`src/rtl/sa_input_skewer.sv`:
```
// Upstream feeder for the systolic array: buffers a SIZE x SIZE signed matrix row by row,
// then replays it onto the west edge as a diagonal wavefront (lane k = column k, delayed k cycles).
//
//   state     | meaning
//   ----------+-----------------------------------------------------------
//   ST_LOAD   | accepting rows, one per in_valid handshake
//   ST_FULL   | complete matrix buffered, waiting for start
//   ST_STREAM | issuing wavefronts t = 0 .. 2*SIZE-2 on registered outputs
module sa_input_skewer #(
    parameter int WIDTH = 16,
    parameter int SIZE  = 10
) (
    input  logic                  clk,
    input  logic                  rst,
    input  logic                  in_valid,
    output logic                  in_ready,
    input  logic [SIZE*WIDTH-1:0] in_row,
    input  logic                  start,
    output logic                  loaded,
    output logic                  busy,
    output logic                  skew_valid,
    output logic [SIZE-1:0]       lane_valid,
    output logic [SIZE*WIDTH-1:0] skew_data,
    output logic                  done
);

    localparam int RW  = $clog2(SIZE + 1);
    localparam int TW  = $clog2(2 * SIZE);
    localparam int RIX = (SIZE > 1) ? $clog2(SIZE) : 1;

    localparam logic [RW-1:0] ROW_LAST = RW'(SIZE - 1);
    localparam logic [TW-1:0] T_LAST   = TW'(2 * SIZE - 2);

    typedef enum logic [1:0] {
        ST_LOAD   = 2'd0,
        ST_FULL   = 2'd1,
        ST_STREAM = 2'd2
    } state_t;

    state_t state, state_nxt;

    logic [RW-1:0]         row_cnt;
    logic [TW-1:0]         wave_cnt;
    logic [WIDTH-1:0]      mem [SIZE][SIZE];

    logic                  row_wr;
    logic                  wave_first;
    logic                  wave_last;
    logic                  wave_adv;
    logic [TW-1:0]         wave_sel;
    logic [SIZE-1:0]       valid_nxt;
    logic [SIZE*WIDTH-1:0] data_nxt;

    always_ff @(posedge clk or negedge rst) begin
        if (!rst) begin
            state <= ST_LOAD;
        end else begin
            state <= state_nxt;
        end
    end

    always_comb begin
        state_nxt  = state;
        row_wr     = 1'b0;
        wave_first = 1'b0;
        wave_last  = 1'b0;
        in_ready   = 1'b0;
        loaded     = 1'b0;
        busy       = 1'b0;
        case (state)
            ST_LOAD: begin
                in_ready = 1'b1;
                row_wr   = in_valid;
                if (in_valid && (row_cnt == ROW_LAST)) begin
                    state_nxt = ST_FULL;
                end
            end
            ST_FULL: begin
                loaded = 1'b1;
                if (start) begin
                    wave_first = 1'b1;
                    state_nxt  = ST_STREAM;
                end
            end
            ST_STREAM: begin
                busy = 1'b1;
                if (wave_cnt == T_LAST) begin
                    wave_last = 1'b1;
                    state_nxt = ST_LOAD;
                end
            end
            default: begin
                state_nxt = ST_LOAD;
            end
        endcase
    end

    assign wave_adv = busy && !wave_last;
    // Wavefront about to be registered: t=0 on the start edge, otherwise the successor.
    assign wave_sel = wave_first ? '0 : (wave_cnt + TW'(1));

    for (genvar k = 0; k < SIZE; k++) begin : g_lane
        logic [TW-1:0] row_idx;
        assign row_idx      = wave_sel - TW'(k);
        assign valid_nxt[k] = (wave_sel >= TW'(k)) && (row_idx <= TW'(SIZE - 1));
        assign data_nxt[k*WIDTH +: WIDTH] = valid_nxt[k] ? mem[RIX'(row_idx)][k] : '0;
    end

    always_ff @(posedge clk or negedge rst) begin
        if (!rst) begin
            row_cnt    <= '0;
            wave_cnt   <= '0;
            lane_valid <= '0;
            skew_data  <= '0;
            done       <= 1'b0;
        end else begin
            if (row_wr) begin
                row_cnt <= (row_cnt == ROW_LAST) ? '0 : (row_cnt + RW'(1));
            end
            if (wave_first || wave_adv) begin
                wave_cnt   <= wave_sel;
                lane_valid <= valid_nxt;
                skew_data  <= data_nxt;
            end else if (wave_last) begin
                wave_cnt   <= '0;
                lane_valid <= '0;
                skew_data  <= '0;
            end
            done <= wave_last;
        end
    end

    // Matrix storage needs no reset; rows are always rewritten before being streamed.
    always_ff @(posedge clk) begin
        if (row_wr) begin
            for (int j = 0; j < SIZE; j++) begin
                mem[RIX'(row_cnt)][j] <= in_row[j*WIDTH +: WIDTH];
            end
        end
    end

    assign skew_valid = |lane_valid;

endmodule

```
`config.mk`:
```
export PLATFORM = sky130hd
export DESIGN_NAME = sa_input_skewer
export DESIGN_NICKNAME = d
export VERILOG_FILES = /design/src/rtl/sa_input_skewer.sv
export SDC_FILE = /design/constraint.sdc
export NUM_CORES = 2
export LEC_CHECK = 0
export CAP_MARGIN = 20
export CORE_ASPECT_RATIO = 1.4
export CORE_MARGIN = 5
export CORE_UTILIZATION = 32
export DETAILED_ROUTE_END_ITERATION = 10
export PLACE_DENSITY = 0.59
export SYNTH_ARGS = -nofsm -noshare
export SYNTH_HDL_FRONTEND = slang
export SYNTH_SLANG_ARGS = --single-unit
```
`constraint.sdc`:
```
create_clock -name clk -period 13.9 [get_ports clk]
set_clock_uncertainty 0.2 [all_clocks]
set_input_delay 2.78 -clock clk [delete_from_list [all_inputs] [get_ports clk]]
set_output_delay 2.78 -clock clk [all_outputs]
set_load 0.01 [all_outputs]
```
# Word level (Yosys, flattened, before mapping)
# Memories as Yosys holds them, arrays and structs flattened.
# Cells that the tools add are included.
# totals
in_bits	164
register_bits	182
latch_bits	0
rom_bits	0
ramBits	1600
elab_cells	95
out_inout_bits	175
memories	1
# memory_table
name	depth	word_bits	read_ports	rd_clocked_by_memory_dff	write_ports	line_no	rtl
mem	10	160	10	0	1	44	logic [WIDTH-1:0] mem [SIZE][SIZE];
# op_classes
bitwise	0
n_eq_ne	7
n_addsub	11
order_cmp	20
mux	32
shifts	0
mul	0
div	0
reduce_logical	18
# ops
op	count
160-bit two-way mux	2
16-bit two-way mux	10
5-bit by 4-bit less-or-equal comparator with 1-bit output (second input constant)	10
5-bit by 3-bit >= comparator with 1-bit output (second input constant)	4
10-bit two-way mux	2
5-bit by 3-bit subtractor with 5-bit output (second input constant)	4
5-bit two-way mux	3
1-bit logical AND	12
5-bit by 1-bit >= comparator with 1-bit output (second input constant)	2
5-bit by 2-bit >= comparator with 1-bit output (second input constant)	2
5-bit by 4-bit >= comparator with 1-bit output (second input constant)	2
1-bit two-way mux	10
10-bit OR reduction	1
5-bit by 2-bit subtractor with 5-bit output (second input constant)	2
5-bit by 4-bit subtractor with 5-bit output (second input constant)	2
2-bit two-way mux	3
2-bit != test (second input constant)	3
2-bit case mux with 3 select lines	1
5-bit by 1-bit adder with 5-bit output (second input constant)	1
5-bit equality test (second input constant)	1
5-bit by 1-bit subtractor with 5-bit output (second input constant)	1
4-bit by 1-bit adder with 4-bit output (second input constant)	1
4-bit equality test (second input constant)	1
4-bit two-way mux	1
7 further kinds	7

# Longest topological paths before layout
# depth
word_depth	8
ltp_mapped	22
depth_no_buf	11

# Least setup slack after synthesis
# No wires, ideal clock.
# synth_path
path_type	in2reg
startpoint	input port in_valid
endpoint	memory mem[0][0] (netlist bit), enable pin
required_ns	12.825
arrival_time_ns	14.038
setup_ns	0.875
path_stages	3
n_path_buf	0
setup_slack_ns	-1.214
path_cell_list	nand2_1 or3_1 nor3_1
# synth_via
elab_chain_len	3
# synth_lines
item	line_no	rtl
start: declaration	15	input logic in_valid,
1-bit two-way mux	70	case (state)
1-bit two-way mux	135	if (row_wr) begin
1-bit two-way mux (implied by the code)	137	mem[RIX'(row_cnt)][j] <= in_row[j*WIDTH +: WIDTH];
end: declaration	44	
# Every way passes these cells.

# Final worst setup path
# layout_path
startpoint	input port start
endpoint	register skew_data[120]
# layout_via
elab_chain_len	8
word_cells_on_any_way	12
classes_between	add/sub (1); order compare (2); mux (5); reduce/logical (3); memory (1)
# layout_lines
item	line_no	rtl
start: declaration	18	input logic start,
1-bit two-way mux (*)	80	if (start) begin
1-bit two-way mux (*)	70	
5-bit two-way mux	100	assign wave_sel = wave_first ? '0 : (wave_cnt + TW'(1));
5-bit by 3-bit subtractor with 5-bit output	104	assign row_idx = wave_sel - TW'(k);
5-bit by 4-bit less-or-equal comparator with 1-bit output	105	assign valid_nxt[k] = (wave_sel >= TW'(k)) && (row_idx <= TW'(SIZE - 1));
1-bit logical AND	105	
16-bit two-way mux	106	assign data_nxt[k*WIDTH +: WIDTH] = valid_nxt[k] ? mem[RIX'(row_idx)][k] : '0;
160-bit two-way mux	120	if (wave_first || wave_adv) begin
end signal: assignment	123	skew_data <= data_nxt;
end: declaration	23	output logic [SIZE*WIDTH-1:0] skew_data,
# Every way passes the cells marked *; elsewhere a longest branch is shown, timed or not.
# A chain may end at the register's enable or synchronous reset.

==> run_results.csv <==
group,metric,value,unit
pwr,clockPowerShare,31.6,%
pwr,leakagePower,27.21,nW
floorplan,dieArea,226000,sq um
floorplan,initial_core_util,32.09,%
sta,rsz0062_at_grt,"no",
worst_setup_path,startpoint,"start",
yosys,synth_top_area_share,69.37,%
detailed_routing,wire_per_inst,27.05,um
worst_setup_path,worstPathArrival,8760,ps
pwr,p_int,10.46,mW
yosys,synth.most_common_cell,"edfxtp_1",
worst_setup_path,rr_endpoint,"skew_data[120]",
yosys,synth-main-ff-cell,"edfxtp_1",
pwr,ir_drop,0.0001454,V
yosys,async_flop_share,10.21,%
run_status,status,"finished clean",
floorplan,coreArea,215800,sq um
worst_setup_path,critPathRequiredTime,14420,ps
cts,post-cts-setup-buffers,0,
sta,hold_viol_final,0,
pwr,p_seq_share,43.0,%
yosys,synth_top_cell_by_area,"edfxtp_1",
worst_setup_path,slowest_delay,1010,ps
yosys,synthTopCellsByCount,"edfxtp_1, nand2_1, dfrtp_1, clkbuf_1, mux2i_1",
worst_setup_path,rr_startpoint,"wave_cnt[0]",
detailed_routing,num_vias,41970,
detailed_routing,ant_nets,0,
worst_setup_path,path_max_fanout,71,
layout,area_delta_synth_final,18.22,%
yosys,yosysWarnings,0,
floorplan,fp.dieW,403.2,um
worst_setup_path,reg2reg_depth,10,
cts,cts-resized-gates,0,
place,port_buffers,338,
worst_setup_path,r2r_slack,7040,ps
grt,grt_pass1_wl,301.5,mm
grt,grt_max_degree,134,
floorplan,rows,202,
place,gp_congestion,0.7540,
yosys,synth_edf_count,1600,
yosys,postSynthAreaPerCell,15.63,sq um
cts,cts_tree,"built",
sta,fmax,121.4,MHz
worst_setup_path,slowest_stage,"clkinv_1",
worst_setup_path,crit_path_start_kind,"input pin",
worst_setup_path,crit_cells,11,
yosys,yosysSeqAreaShare,75.95,%
sta,min_period,8240,ps
sta,finalSetupViolations,0,
yosys,yosys.cell_types.count,88,
layout,fin_util,37.93,%
yosys,synth_area_leaders,"edfxtp_1, dfrtp_1, nand2_1",
worst_setup_path,critPathTopFamily,"buffers and inverters",
cts,htree_levels,4,
cts,clk_latency,850,ps
grt,grt_pass1_vias,42070,
pwr,p_comb_share,25.5,%
layout,stdcell_area,81870,sq um
cts,clkSinkCount,1782,
sta,worstMarginPinSlew,1168,ps
place,placedInstanceArea,75920,sq um
pwr,power_density,187.8,nW/um^2
detailed_routing,drtIter0Drc,3872,
worst_setup_path,critPathBufInv,4,
floorplan,fp.dieH,560.5,um
detailed_routing,wl,210.0,mm
detailed_routing,drc,0,
layout,finalNetCount,4917,
detailed_routing,drt-vias-per-instance,5.407,
sta,period_share,59.28,%
layout,drive_gt1_share,11.03,%
cts,cts_max_path_buffers,4,
pwr,p_switching,4.914,mW
floorplan,ioPinCount,339,
layout,fillers,20090,
worst_setup_path,path_class,"input pin to register",
min_path,min_path_type,"register to register",
place,hpwlAfterDp,115.8,mm
grt,antenna_found_initial,55,
worst_setup_path,endpoint_kind,"register",
yosys,postSynthCellCount,4431,
layout,seqCellArea,52600,sq um
sta,holdWs,282.3,ps
sta,finalMaxSlewViolations,0,
cts,cts_buffers,183,
worst_setup_path,crit_path_cell_trace,"clkdlybuf4s50_1 > nand3b_4 > nand2_4 > inv_8 > ha_2 > buf_4 > clkinv_1 > nor3_1 > and4b_1 > nor3_4 > a32o_1",
detailed_routing,first_pass_iters,6,
yosys,syn-num-nets,4607,
grt,grt_overflow_total,0,
sta,setup_tns,0,ps
grt,grtUsageTotal,18.00,%
pwr,switching_share,31.97,%
yosys,ys_ff_latch,1782,
worst_setup_path,crit_end,"skew_data[120]",
run,cap_violations,0,
cts,clkTransAtPathRegs,60,ps
layout,multi_input_area,15470,sq um
cts,cts_hold_buf,0,
yosys,synthesis.area,69260,sq um
sta,slew_headroom,22.12,%
cts,cts-root-buf,"clkbuf_16",
[cell families after synthesis]
kind of cell | Yosys count | share of synthesized area (%)
flip-flops | 1782 | 75.95
buffers and inverters | 323 | 2.041
XOR/XNOR | 18 | 0.3577
multiplexers | 282 | 4.903
AO/OA/AOI/OAI | 1044 | 10.48
AND/OR/NAND/NOR | 970 | 6.047
adder cells (fa/ha/maj) | 12 | 0.2168
[cell usage in the layout (no fill, tap or decap), types with 21 or more instances in the layout]
| cell | netlist | layout |
|---|---|---|
| clkdlybuf4s50_1 | 0 | 337 |
| nand3_1 | 130 | 129 |
| dfrtp_1 | 182 | 181 |
| o221ai_1 | 73 | 73 |
| mux2i_1 | 175 | 175 |
| edfxtp_1 | 1600 | 1600 |
| o31ai_1 | 25 | 25 |
| nand2_1 | 576 | 573 |
| nor3_1 | 57 | 54 |
| clkbuf_16 | 0 | 183 |
| mux2_2 | 68 | 68 |
| o21ai_0 | 173 | 172 |
| o311ai_0 | 24 | 24 |
| a21oi_1 | 164 | 164 |
| a211oi_1 | 55 | 55 |
| clkinv_2 | 0 | 36 |
| o22ai_1 | 133 | 133 |
| a32o_1 | 58 | 58 |
| buf_4 | 8 | 83 |
| mux4_2 | 39 | 39 |
| clkbuf_1 | 175 | 37 |
| clkinv_1 | 1 | 28 |
| a22oi_1 | 28 | 28 |
| nor2_1 | 113 | 103 |
| and3_1 | 30 | 30 |
| a22o_1 | 21 | 21 |
| a221oi_1 | 41 | 41 |
| o2111ai_1 | 36 | 35 |
| a31oi_1 | 67 | 67 |
| o211ai_1 | 43 | 43 |
[flip-flops by register name, indices dropped and copies added (netlist names)]
name / count
state: 2
skew_data: 160
row_cnt: 4
done: 1
wave_cnt: 5
mem: 1600
lane_valid: 10
[layer usage]
| layer | vias to the layer above | global-route usage (%) | routed length, um |
|---|---|---|---|
| met5 | - | 0 | 243 |
| met4 | 36 | 4.282 | 4186 |
| met3 | 326 | 3.914 | 16650 |
| met2 | 1715 | 29.90 | 102000 |
| met1 | 21800 | 24.19 | 86890 |
| li1 | 18090 | - | - |
[worst register-to-register path: stages, from the launching register on]
cell      delay (ps)
dfrtp_4          900
clkinv_2         630
nand2_4          690
inv_8            460
ha_2             500
buf_4            570
clkinv_1        1020
nor3_1           410
and4b_1          250
nor3_4           790
a32o_1           310
[layout make-up]
type                       instances  area share, %
clock buffer                     240          6.099
inverter                          16        0.09016
clock inverter                    91          1.082
sequential                      1782          64.25
timing repair buffer             432          5.167
antenna                           19        0.05807
multi-input combinational       2326          18.89
tap                             2856          4.365
[worst min-delay path by stage]
stage,startpoint,end,slack (ps),cells after the start
2_1_floorplan,row_cnt[2],row_cnt[2],300,1
3_5_place_dp,skew_data[108],skew_data[108],270,2
6_report,skew_data[110],skew_data[110],280,2
5_1_grt,skew_data[154],skew_data[154],300,2
3_3_place_gp,skew_data[111],skew_data[111],260,2
4_1_cts,skew_data[102],skew_data[102],290,2
[stage by stage]
step | setup WS, ps | total power, mW | instances
4_1_cts | 5641 | 15.52 | 7742
3_5_place_dp | 4746 | 10.67 | 7411
3_3_place_gp | 4837 | 10.60 | 7410
6_report | 5660 | 15.37 | 7762
5_1_grt | 5359 | 16.02 | 7749
2_1_floorplan | 3085 | 9.215 | 4431
[power groups by stage]
stage	registers [mW]	logic (mW)	clock network (mW)
finish	6.60	3.92	4.85
global route	6.64	4.22	5.16
CTS	6.61	3.96	4.95
detailed placement	6.72	3.95	0
global placement	6.69	3.90	0
floorplan	6.77	2.45	0
Note: power is estimated with default switching activity, not from simulation.
